==> src/rtl/alu_pkg.sv <==
// Shared definitions for the RV32I decode/issue stage: ALU select codes, opcodes and the
// issue-entry record carried through the skid buffer.
package alu_pkg;

  localparam int unsigned XlenW = 32;
  localparam int unsigned SelW  = 4;

  localparam logic [3:0] SelAdd   = 4'b0000;
  localparam logic [3:0] SelSub   = 4'b1000;
  localparam logic [3:0] SelSll   = 4'b0001;
  localparam logic [3:0] SelLt    = 4'b0010;
  localparam logic [3:0] SelLtu   = 4'b0011;
  localparam logic [3:0] SelXor   = 4'b0100;
  localparam logic [3:0] SelSrl   = 4'b0101;
  localparam logic [3:0] SelSra   = 4'b1101;
  localparam logic [3:0] SelOr    = 4'b0110;
  localparam logic [3:0] SelAnd   = 4'b0111;
  localparam logic [3:0] SelEql   = 4'b1010;
  localparam logic [3:0] SelEqu   = 4'b1011;
  localparam logic [3:0] SelPassA = 4'b1110;
  localparam logic [3:0] SelPassB = 4'b1111;

  localparam logic [6:0] OpcLoad   = 7'b0000011;
  localparam logic [6:0] OpcOpImm  = 7'b0010011;
  localparam logic [6:0] OpcAuipc  = 7'b0010111;
  localparam logic [6:0] OpcStore  = 7'b0100011;
  localparam logic [6:0] OpcOp     = 7'b0110011;
  localparam logic [6:0] OpcLui    = 7'b0110111;
  localparam logic [6:0] OpcBranch = 7'b1100011;
  localparam logic [6:0] OpcJalr   = 7'b1100111;
  localparam logic [6:0] OpcJal    = 7'b1101111;

  typedef struct packed {
    logic [3:0]  select;
    logic [31:0] a;
    logic [31:0] b;
    logic [4:0]  rd;
    logic        rd_we;
    logic        br;
    logic        br_inv;
    logic        jump;
    logic [31:0] base;
    logic [31:0] imm;
    logic        illegal;
  } issue_entry_t;

endpackage

==> src/rtl/alu_decode.sv <==
// Combinational RV32I decoder producing one issue entry from an instruction and its operands.
// With ALU_ILLEGAL_TRAP_EN defined, illegal encodings become a flagged ADD 0,0.
module alu_decode
  import alu_pkg::*;
(
  input  logic [31:0]  instr_i,
  input  logic [31:0]  pc_i,
  input  logic [31:0]  rs1_data_i,
  input  logic [31:0]  rs2_data_i,
  output issue_entry_t entry_o
);

  logic [6:0]  opcode;
  logic [2:0]  funct3;
  logic [4:0]  rd;
  logic [31:0] shamt;
  logic [31:0] imm_i, imm_s, imm_b, imm_u, imm_j;
  logic        illegal;

  assign opcode = instr_i[6:0];
  assign funct3 = instr_i[14:12];
  assign rd     = instr_i[11:7];
  assign shamt  = {27'b0, instr_i[24:20]};

  assign imm_i = {{20{instr_i[31]}}, instr_i[31:20]};
  assign imm_s = {{20{instr_i[31]}}, instr_i[31:25], instr_i[11:7]};
  assign imm_b = {{19{instr_i[31]}}, instr_i[31], instr_i[7], instr_i[30:25], instr_i[11:8], 1'b0};
  assign imm_u = {instr_i[31:12], 12'b0};
  assign imm_j = {{11{instr_i[31]}}, instr_i[31], instr_i[19:12], instr_i[20], instr_i[30:21],
                  1'b0};

  always_comb begin
    entry_o        = '0;
    entry_o.select = SelAdd;
    entry_o.rd     = rd;
    illegal        = 1'b0;

    case (opcode)
      OpcOp: begin
        entry_o.select = {instr_i[30], funct3};
        entry_o.a      = rs1_data_i;
        entry_o.b      = rs2_data_i;
        entry_o.rd_we  = 1'b1;
        if (instr_i[30] && (funct3 != 3'b000) && (funct3 != 3'b101)) illegal = 1'b1;
      end
      OpcOpImm: begin
        entry_o.select = {(funct3 == 3'b101) ? instr_i[30] : 1'b0, funct3};
        entry_o.a      = rs1_data_i;
        entry_o.b      = imm_i;
        entry_o.imm    = imm_i;
        entry_o.rd_we  = 1'b1;
        // Shift immediates carry only the shift amount as operand b.
        if (funct3 == 3'b001) begin
          entry_o.b = shamt;
          if (instr_i[31:25] != 7'b0000000) illegal = 1'b1;
        end else if (funct3 == 3'b101) begin
          entry_o.b = shamt;
          if ((instr_i[31:25] != 7'b0000000) && (instr_i[31:25] != 7'b0100000)) illegal = 1'b1;
        end
      end
      OpcLui: begin
        entry_o.select = SelPassB;
        entry_o.b      = imm_u;
        entry_o.imm    = imm_u;
        entry_o.rd_we  = 1'b1;
      end
      OpcAuipc: begin
        entry_o.a     = pc_i;
        entry_o.b     = imm_u;
        entry_o.imm   = imm_u;
        entry_o.rd_we = 1'b1;
      end
      OpcLoad: begin
        entry_o.a     = rs1_data_i;
        entry_o.b     = imm_i;
        entry_o.imm   = imm_i;
        entry_o.rd_we = 1'b1;
      end
      OpcStore: begin
        entry_o.a   = rs1_data_i;
        entry_o.b   = imm_s;
        entry_o.imm = imm_s;
      end
      OpcJal: begin
        entry_o.a     = pc_i;
        entry_o.b     = 32'd4;
        entry_o.rd_we = 1'b1;
        entry_o.jump  = 1'b1;
        entry_o.base  = pc_i;
        entry_o.imm   = imm_j;
      end
      OpcJalr: begin
        entry_o.a     = pc_i;
        entry_o.b     = 32'd4;
        entry_o.rd_we = 1'b1;
        entry_o.jump  = 1'b1;
        entry_o.base  = rs1_data_i;
        entry_o.imm   = imm_i;
      end
      OpcBranch: begin
        entry_o.a    = rs1_data_i;
        entry_o.b    = rs2_data_i;
        entry_o.br   = 1'b1;
        entry_o.base = pc_i;
        entry_o.imm  = imm_b;
        case (funct3)
          3'b000:  entry_o.select = SelEql;
          3'b001: begin
            entry_o.select = SelEql;
            entry_o.br_inv = 1'b1;
          end
          3'b100:  entry_o.select = SelLt;
          3'b101: begin
            entry_o.select = SelLt;
            entry_o.br_inv = 1'b1;
          end
          3'b110:  entry_o.select = SelLtu;
          3'b111: begin
            entry_o.select = SelLtu;
            entry_o.br_inv = 1'b1;
          end
          default: illegal = 1'b1;
        endcase
      end
      default: illegal = 1'b1;
    endcase

    if (rd == 5'd0) entry_o.rd_we = 1'b0;
    entry_o.illegal = illegal;

`ifdef ALU_ILLEGAL_TRAP_EN
    if (illegal) begin
      entry_o         = '0;
      entry_o.select  = SelAdd;
      entry_o.illegal = 1'b1;
    end
`endif
  end

endmodule

==> src/rtl/alu_issue.sv <==
// RV32I decode/issue stage: decodes on acceptance and holds issue entries in a 2-entry skid
// buffer (main, skid). Optional feature macro: ALU_ILLEGAL_TRAP_EN (adds out_illegal).
module alu_issue
  import alu_pkg::*;
#(
  parameter int unsigned XLEN  = 32,
  parameter int unsigned SEL_W = 4
) (
  input  logic             clk,
  input  logic             rst_n,
  input  logic             flush,
  input  logic             in_valid,
  output logic             in_ready,
  input  logic [31:0]      in_instr,
  input  logic [XLEN-1:0]  in_pc,
  output logic [4:0]       rs1_addr,
  output logic [4:0]       rs2_addr,
  input  logic [XLEN-1:0]  rs1_data,
  input  logic [XLEN-1:0]  rs2_data,
  output logic             out_valid,
  input  logic             out_ready,
  output logic [SEL_W-1:0] out_select,
  output logic [XLEN-1:0]  out_a,
  output logic [XLEN-1:0]  out_b,
  output logic [4:0]       out_rd,
  output logic             out_rd_we,
  output logic             out_br,
  output logic             out_br_inv,
  output logic             out_jump,
  output logic [XLEN-1:0]  out_base,
  output logic [XLEN-1:0]  out_imm
`ifdef ALU_ILLEGAL_TRAP_EN
  ,
  output logic             out_illegal
`endif
);

  issue_entry_t dec_entry;
  issue_entry_t main_q, main_d, skid_q, skid_d;
  logic         main_vld_q, main_vld_d, skid_vld_q, skid_vld_d;
  logic         keep, push, pop;

  assign rs1_addr = in_instr[19:15];
  assign rs2_addr = in_instr[24:20];

  alu_decode u_decode (
    .instr_i    (in_instr),
    .pc_i       (in_pc),
    .rs1_data_i (rs1_data),
    .rs2_data_i (rs2_data),
    .entry_o    (dec_entry)
  );

`ifdef ALU_ILLEGAL_TRAP_EN
  assign keep = 1'b1;
`else
  // Illegal instructions complete the handshake but are never buffered.
  assign keep = ~dec_entry.illegal;
  logic unused_illegal;
  assign unused_illegal = main_q.illegal;
`endif

  assign in_ready = ~skid_vld_q;
  assign push     = in_valid & in_ready & ~flush & keep;
  assign pop      = main_vld_q & out_ready & ~flush;

  always_comb begin
    main_d     = main_q;
    skid_d     = skid_q;
    main_vld_d = main_vld_q;
    skid_vld_d = skid_vld_q;

    if (flush) begin
      main_vld_d = 1'b0;
      skid_vld_d = 1'b0;
    end else begin
      if (pop) begin
        if (skid_vld_q) begin
          main_d     = skid_q;
          skid_vld_d = 1'b0;
        end else begin
          main_vld_d = 1'b0;
        end
      end
      // Evaluated after pop so a simultaneous pop/push refills main directly.
      if (push) begin
        if (main_vld_d) begin
          skid_d     = dec_entry;
          skid_vld_d = 1'b1;
        end else begin
          main_d     = dec_entry;
          main_vld_d = 1'b1;
        end
      end
    end
  end

  always_ff @(posedge clk or negedge rst_n) begin
    if (!rst_n) begin
      main_q     <= '0;
      skid_q     <= '0;
      main_vld_q <= 1'b0;
      skid_vld_q <= 1'b0;
    end else begin
      main_q     <= main_d;
      skid_q     <= skid_d;
      main_vld_q <= main_vld_d;
      skid_vld_q <= skid_vld_d;
    end
  end

  assign out_valid  = main_vld_q;
  assign out_select = main_q.select;
  assign out_a      = main_q.a;
  assign out_b      = main_q.b;
  assign out_rd     = main_q.rd;
  assign out_rd_we  = main_q.rd_we;
  assign out_br     = main_q.br;
  assign out_br_inv = main_q.br_inv;
  assign out_jump   = main_q.jump;
  assign out_base   = main_q.base;
  assign out_imm    = main_q.imm;
`ifdef ALU_ILLEGAL_TRAP_EN
  assign out_illegal = main_q.illegal;
`endif

endmodule

==> config.mk <==
export PLATFORM = sky130hd
export DESIGN_NAME = alu_issue
export DESIGN_NICKNAME = d
export VERILOG_FILES = /design/src/rtl/alu_pkg.sv /design/src/rtl/alu_decode.sv /design/src/rtl/alu_issue.sv
export SDC_FILE = /design/constraint.sdc
export NUM_CORES = 1
export LEC_CHECK = 0
export CAP_MARGIN = 20
export CORE_ASPECT_RATIO = 1.25
export CORE_UTILIZATION = 45
export CTS_BUF_LIST = sky130_fd_sc_hd__clkbuf_16
export DETAILED_ROUTE_END_ITERATION = 6
export PLACE_DENSITY = 0.72
export SYNTH_ARGS = -nofsm -noshare
export SYNTH_HDL_FRONTEND = slang
export SYNTH_SLANG_ARGS = --single-unit
==> constraint.sdc <==
create_clock -name clk -period 2.4 [get_ports clk]
set_clock_uncertainty 0.1 [all_clocks]
set_input_delay 0.72 -clock clk [delete_from_list [all_inputs] [get_ports clk]]
set_output_delay 0.72 -clock clk [all_outputs]
set_load 0.05 [all_outputs]
* Word level (Yosys, flattened, before mapping) *
Cells that the tools add are included.

cells by class
  reductions and logical operators = 22
  muxes and demuxes = 34
  bitwise operators = 8
  equality and inequality tests = 16

operator list
  operator              count
  $mux W142             4
  $pmux W32 S6          1
  $pmux W32 S5          1
  $pmux W32 S2          2
  $mux W32              2
  $eq A7 B6 Y1 const B  3
  $eq A7 B7 Y1 const B  3
  $mux W1               20
  $pmux W4 S4           1
  $eq A7 B5 Y1 const B  2
  $reduce_or A2 Y1      7
  $eq A3 B3 Y1 const B  4
  $pmux W4 S3           1
  $reduce_or A6 Y1      2
  $reduce_or A3 Y1      3
  $eq A7 B2 Y1 const B  1
  $ne A7 B6 Y1 const B  1
  $reduce_bool A7 Y1    1
  $reduce_or A7 Y1      1
  $and A1 B1 Y1         5
  $logic_not A5 Y1      1
  $reduce_or A5 Y1      1
  $pmux W1 S4           1
  $eq A3 B1 Y1 const B  1
  other kinds (7)       11

storage, ports and cells
  flip-flop bits (word level) = 286
  output and inout bits = 153
  bits of input ports = 133
  word-level logic and storage cells = 104

* Longest topological paths before layout *
  depth in word-level cells = 10
  depth in mapped cells = 9

* By module *
From an unflattened synthesis, not the netlist that was laid out.

unflattened totals
  cells, all modules = 1052
  area total of the unflattened synthesis = 13728.2 um2

modules (own cells, without submodules)
  module      cells an instance  times used  area an instance (um2)
  alu_issue   808                1           11800.1
  alu_decode  244                1           1928.1

* Worst setup path before layout *
No wires, ideal clock.

  kind = input-to-reg
  start = input port in_instr[14]
  end = register main_q (netlist bit out_base[10])
  stages on the path = 8
  data required time = 2.164 ns
  library setup time = 0.136 ns
  setup slack = -0.293 ns
  path buffers = 3
  arrival time = 2.458 ns
  path through = clkbuf_1 xor2_1 o2111a_1 or4_4 nor2_2 buf_2 buf_6 a221oi_2

on the way
  word-level cells in the longest chain between the ends = 8
  elaborated cells between the ends (all ways) = 19
  classes of those cells = eq/ne: 6; mux: 6; bitwise: 2; reduce/logical: 5

RTL lines
  element                                                   line              text
  start: declaration                                        alu_issue.sv:14   input logic [31:0] in_instr,
  branches (longest 4 deep; another with $reduce_or A6 Y1)  --
  $pmux W1 S4 *                                             alu_decode.sv:38  case (opcode)
  $not A1 Y1 *                                              alu_issue.sv:58   assign keep = ~dec_entry.illegal;
  $and A1 B1 Y1 *                                           alu_issue.sv:64   assign push = in_valid & in_ready & ~flush & keep;
  $mux W142 *                                               alu_issue.sv:86   if (push) begin
  end signal: assignment                                    alu_issue.sv:105  main_q <= main_d;
  end: declaration                                          alu_issue.sv:39   issue_entry_t main_q, main_d, skid_q, skid_d;

Mark *: on every way between the ends.
A chain may end at the register's enable or synchronous reset.

* Final worst setup path *
  start = input port in_instr[26]
  end = register skid_q[120] in the netlist's numbering

on the way
  word-level cells in the longest chain between the ends = 9
  elaborated cells between the ends (all ways) = 11
  classes of those cells = eq/ne: 1; mux: 5; bitwise: 2; reduce/logical: 3

RTL lines
  element                                             line                                text
  $ne A7 B6 Y1 or $reduce_bool A7 Y1 (tied branches)  alu_decode.sv:58, alu_decode.sv:55
  $logic_and A1 B1 Y1                                 alu_decode.sv:58                    if ((instr_i[31:25] != 7'b0000000) && (instr_i[31:25] != 7'b0100000)) illegal = 1'b1;
  $mux W1                                             alu_decode.sv:58
  $mux W1                                             alu_decode.sv:56                    end else if (funct3 == 3'b101) begin
  $mux W1 *                                           alu_decode.sv:53                    if (funct3 == 3'b001) begin
  $pmux W1 S4 *                                       alu_decode.sv:38
  $not A1 Y1 *                                        alu_issue.sv:58
  $and A1 B1 Y1 *                                     alu_issue.sv:64
  $reduce_and A3 Y1 (no line) *                       --
  end signal: assignment                              alu_issue.sv:106                    skid_q <= skid_d;
  end: declaration                                    alu_issue.sv:39

Every way passes the cells marked *; elsewhere a longest branch is shown, timed or not.

==> summary.md <==
| Metric | Value |
|---|---|
| CTS tree | `built` |
| CP max-delay cell | `or4_4` |
| Clock sink count | `284` |
| Worst Hold Class | `primary input to asynchronous set/reset pin` |
| Max VDD drop | `466 µV` |
| Clock buffer count from CTS | `29` |
| Endpoint class of the critical path | `flop` |
| CP Cell Sequence | `buf_6 > or4_4 > o311ai_4 > o22a_4 > buf_12 > nand3_4 > buf_6 > buf_12 > buf_12 > mux2_4` |
| Hold slack | `0.00862 ns` |
| IO Count | `286` |
| Post-Synthesis Cells | `1205` |
| Power per standard cell area | `753 nW/µm²` |
| WP data arrival | `2.77 ns` |
| Post-Syn Area per Cell | `11.4 µm²` |
| Critical Path Start Type | `primary input` |
| Post-DP Area | `18900 µm²` |
| Die outline area | `31200 µm²` |
| # Max-Cap Violations | `0` |
| Overflow after GRT | `0` |
| Total Power | `15500 µW` |
| Post-DP HPWL | `32.3 mm` |
| Via density | `5.95` |
| Post-route DRC | `0` |
| Mapped Nets | `1338` |
| RSZ-0062 raised after global routing | `true` |
| Pin count of the biggest net entering global routing | `79` |
| Setup WS post-layout | `-0.0460 ns` |
| Fmax | `0.409 GHz` |
| DRT Wirelength | `46.3 mm` |
| Failing checks | `setup timing` |
| Worst Path Max Fanout | `6` |
| Finished Layout Cells | `2027` |
| Area contributors post-synth | `dfrtp_1 52%, o221a_2 5.7%, mux2_1 5.0%, a31oi_1 4.5%, nand2b_1 3.3%` |
| Distinct cells, synth | `60` |
| WL/cell | `22.9 µm` |
| Die Ht | `197 µm` |
| Clock root cell | `clkbuf_16` |
| Routability congestion estimate | `0.904` |
| Slew @ Worst Pin | `0.581 ns` |
| IO Port Bufs | `285` |
| Share of cells above drive strength 1 | `33.7%` |
| Post-synth EDFFs | `0` |
| Yosys top cell by area | `dfrtp_1` |
| Delay of the slowest cell on the worst path | `0.55 ns` |
| Pre-CTS WS | `-0.923 ns` |
| TritonRoute pass-1 iters | `5` |
| H-Tree Depth | `1` |
| Yosys warns | `0` |
| Post-synth ARST share | `100%` |
| Vias in the first global route | `12600` |
| Initial core utilization | `45.7%` |
| WP buf/inv | `5` |
| Static leakage | `0.00966 µW` |
| DP Cell Count | `1942` |
| Design area | `20600 µm²` |
| Slew headroom | `61.2%` |
| Antenna violations before repair | `3` |
| Core Rows | `71` |
| CP top delay family | `buffers and inverters` |
| FILL cells | `2269` |
| WP data required | `2.72 ns` |
| Pins Over Slew Limit | `0` |
| Global-route wire length before repair | `71.7 mm` |
| NumNets Final | `1736` |
| Clock tree buffer depth | `3` |
| Initial DRC Count | `914` |
| Tcrit/Tclk final | `102%` |
| Die width | `158 µm` |
| GRT Total Usage | `30.0%` |
| Fin. Hold Viols | `0` |
| Via count | `12100` |
| Top cell type's share of synthesized area | `51.8%` |
| P&R area growth vs syn | `50.5%` |
| Sequential area share after synthesis | `51.8%` |
| Most common cell on crit path | `buf_12` |
| Final Critical Period | `2.45 ns` |
| CTS clock-pin slew for the worst setup and hold paths | `0.06 ns` |
| Ys flop type | `dfrtp_1` |
| Status | `finished with violations` |
| Crit Path Category | `primary input to flop` |
| Core area | `30000 µm²` |
| FF+latch count, synth | `284` |
| Mapped cell area | `13700 µm²` |
| Clk_lat worst skew | `0.56 ns` |
| Post-route ant nets | `0` |
| Final setup vio count | `29` |
layout by cell type, fill, tap and decap left out, types with 16 or more instances in the layout:
master | synthesis | layout
buf_4 | 10 | 201
mux2_4 | 0 | 47
clkdlybuf4s50_1 | 0 | 112
a221o_1 | 19 | 19
clkbuf_16 | 0 | 31
dfrtp_1 | 284 | 284
nand2b_1 | 73 | 73
a22o_1 | 44 | 44
inv_1 | 59 | 64
mux2_2 | 24 | 20
nand2_1 | 41 | 40
dlygate4sd2_1 | 0 | 84
buf_12 | 0 | 50
o221a_4 | 0 | 65
a22oi_1 | 42 | 42
buf_6 | 19 | 16
nand3_1 | 17 | 16
a221oi_2 | 20 | 35
nor2_1 | 70 | 70
mux2_1 | 61 | 18
a31oi_1 | 98 | 97
flip-flops by register name, summed over array words and instances, names as in the netlist:
signal / cells
out_select: 4
skid_vld_q: 1
out_base: 32
skid_q: 141
out_br_inv: 1
out_valid: 1
out_rd: 5
out_imm: 32
out_rd_we: 1
out_jump: 1
out_b: 32
out_a: 32
out_br: 1
power by group:
| part | total [µW] | internal [µW] | switching, µW |
|---|---|---|---|
| Clock | 4320 | 2400 | 1930 |
| Sequential | 5890 | 5420 | 463 |
| Combinational | 5330 | 2000 | 3330 |
metal layers:
layer,global-route usage [%],share of wire [%],wire (µm),vias up
met3,5.44,6.3,2910,103
met4,12.4,4.1,1880,2
met5,0,0.017,8,-
met2,51.0,50,23200,445
met1,37.3,40,18400,6147
li1,-,-,-,5370
path summary, 6_finish.rpt:
kind	startpoint	to	slack, ns	depth (start not counted)
worst min-delay path	rst_n	out_b[7]$_DFFE_PN0N_	0.009	1
worst max-delay path	in_instr[26]	skid_q[120]$_DFFE_PN0P_	-0.05	10
worst max register to register	skid_vld_q$_DFF_PN0_	out_base[3]$_DFFE_PN0N_	0.07	8
worst min register to register	skid_q[79]$_DFFE_PN0P_	skid_q[79]$_DFFE_PN0P_	0.38	1
min in group clk	skid_q[79]$_DFFE_PN0P_	skid_q[79]$_DFFE_PN0P_	0.38	1
max in group asynchronous	rst_n	skid_q[2]$_DFFE_PN0P_	1.49	2
repair_timing:
item | CTS | global route
resized for setup | 184 | 48
buffers inserted | 22 | 0
setup endpoints to repair | 362 | 274
pin swaps | 26 | 9
gates cloned | 9 | 3
hold buffers | 0 | 0
cell usage after synthesis, types with 14 or more instances:
cell,number
dfrtp_1,284
a31oi_1,98
nand2b_1,73
clkbuf_1,72
nor2_1,70
o221a_2,70
mux2_1,61
inv_1,59
a22o_1,44
a22oi_1,42
nand2_1,41
a221oi_1,27
a211oi_1,24
mux2_2,24
a221oi_2,20
a221o_1,19
buf_2,19
buf_6,19
a21oi_1,17
nand3_1,17
and2_1,14
stage by stage:
step	TNS, ns	util, %
after floorplan	-41.06	-
after global placement	-226.11	62.9
after detailed placement	-235.87	62.9
after CTS	-1.63	67.8
after global routing	-1.36	68.7
final	-0.595	68.7
kinds of logic (layout without fill, tap and decap cells):
group	count (synthesis)	count (layout)	share of synthesized area, %
buf+inv	183	602	6.50
other cells	0	2	0
xor+xnor	2	2	0.128
compound gates	392	392	24.3
mux	96	96	7.78
flops	284	284	51.8
simple gates	248	248	9.42
worst register-to-register path, stage by stage, from the launching register on:
cell and delay, ns:
dfrtp_1 0.38, nor2_1 0.12, buf_4 0.15, o2111ai_4 0.12
or4_4 0.59, buf_4 0.16, nor2_4 0.19, buf_6 0.26
a221oi_1 0.11
layout make-up:
cell class                 count  area, µm²  share of cell area [%]
sequential                   284       7110                    34.4
tap                          401        502                    2.43
clock inverter                23        158                   0.764
inverter                      59        221                    1.07
timing repair buffer         491       5050                    24.5
multi-input combinational    738       6870                    33.3
clock buffer                  29        726                    3.52
antenna                        2       5.00                  0.0242
Note: power is estimated with default switching activity, not from simulation.
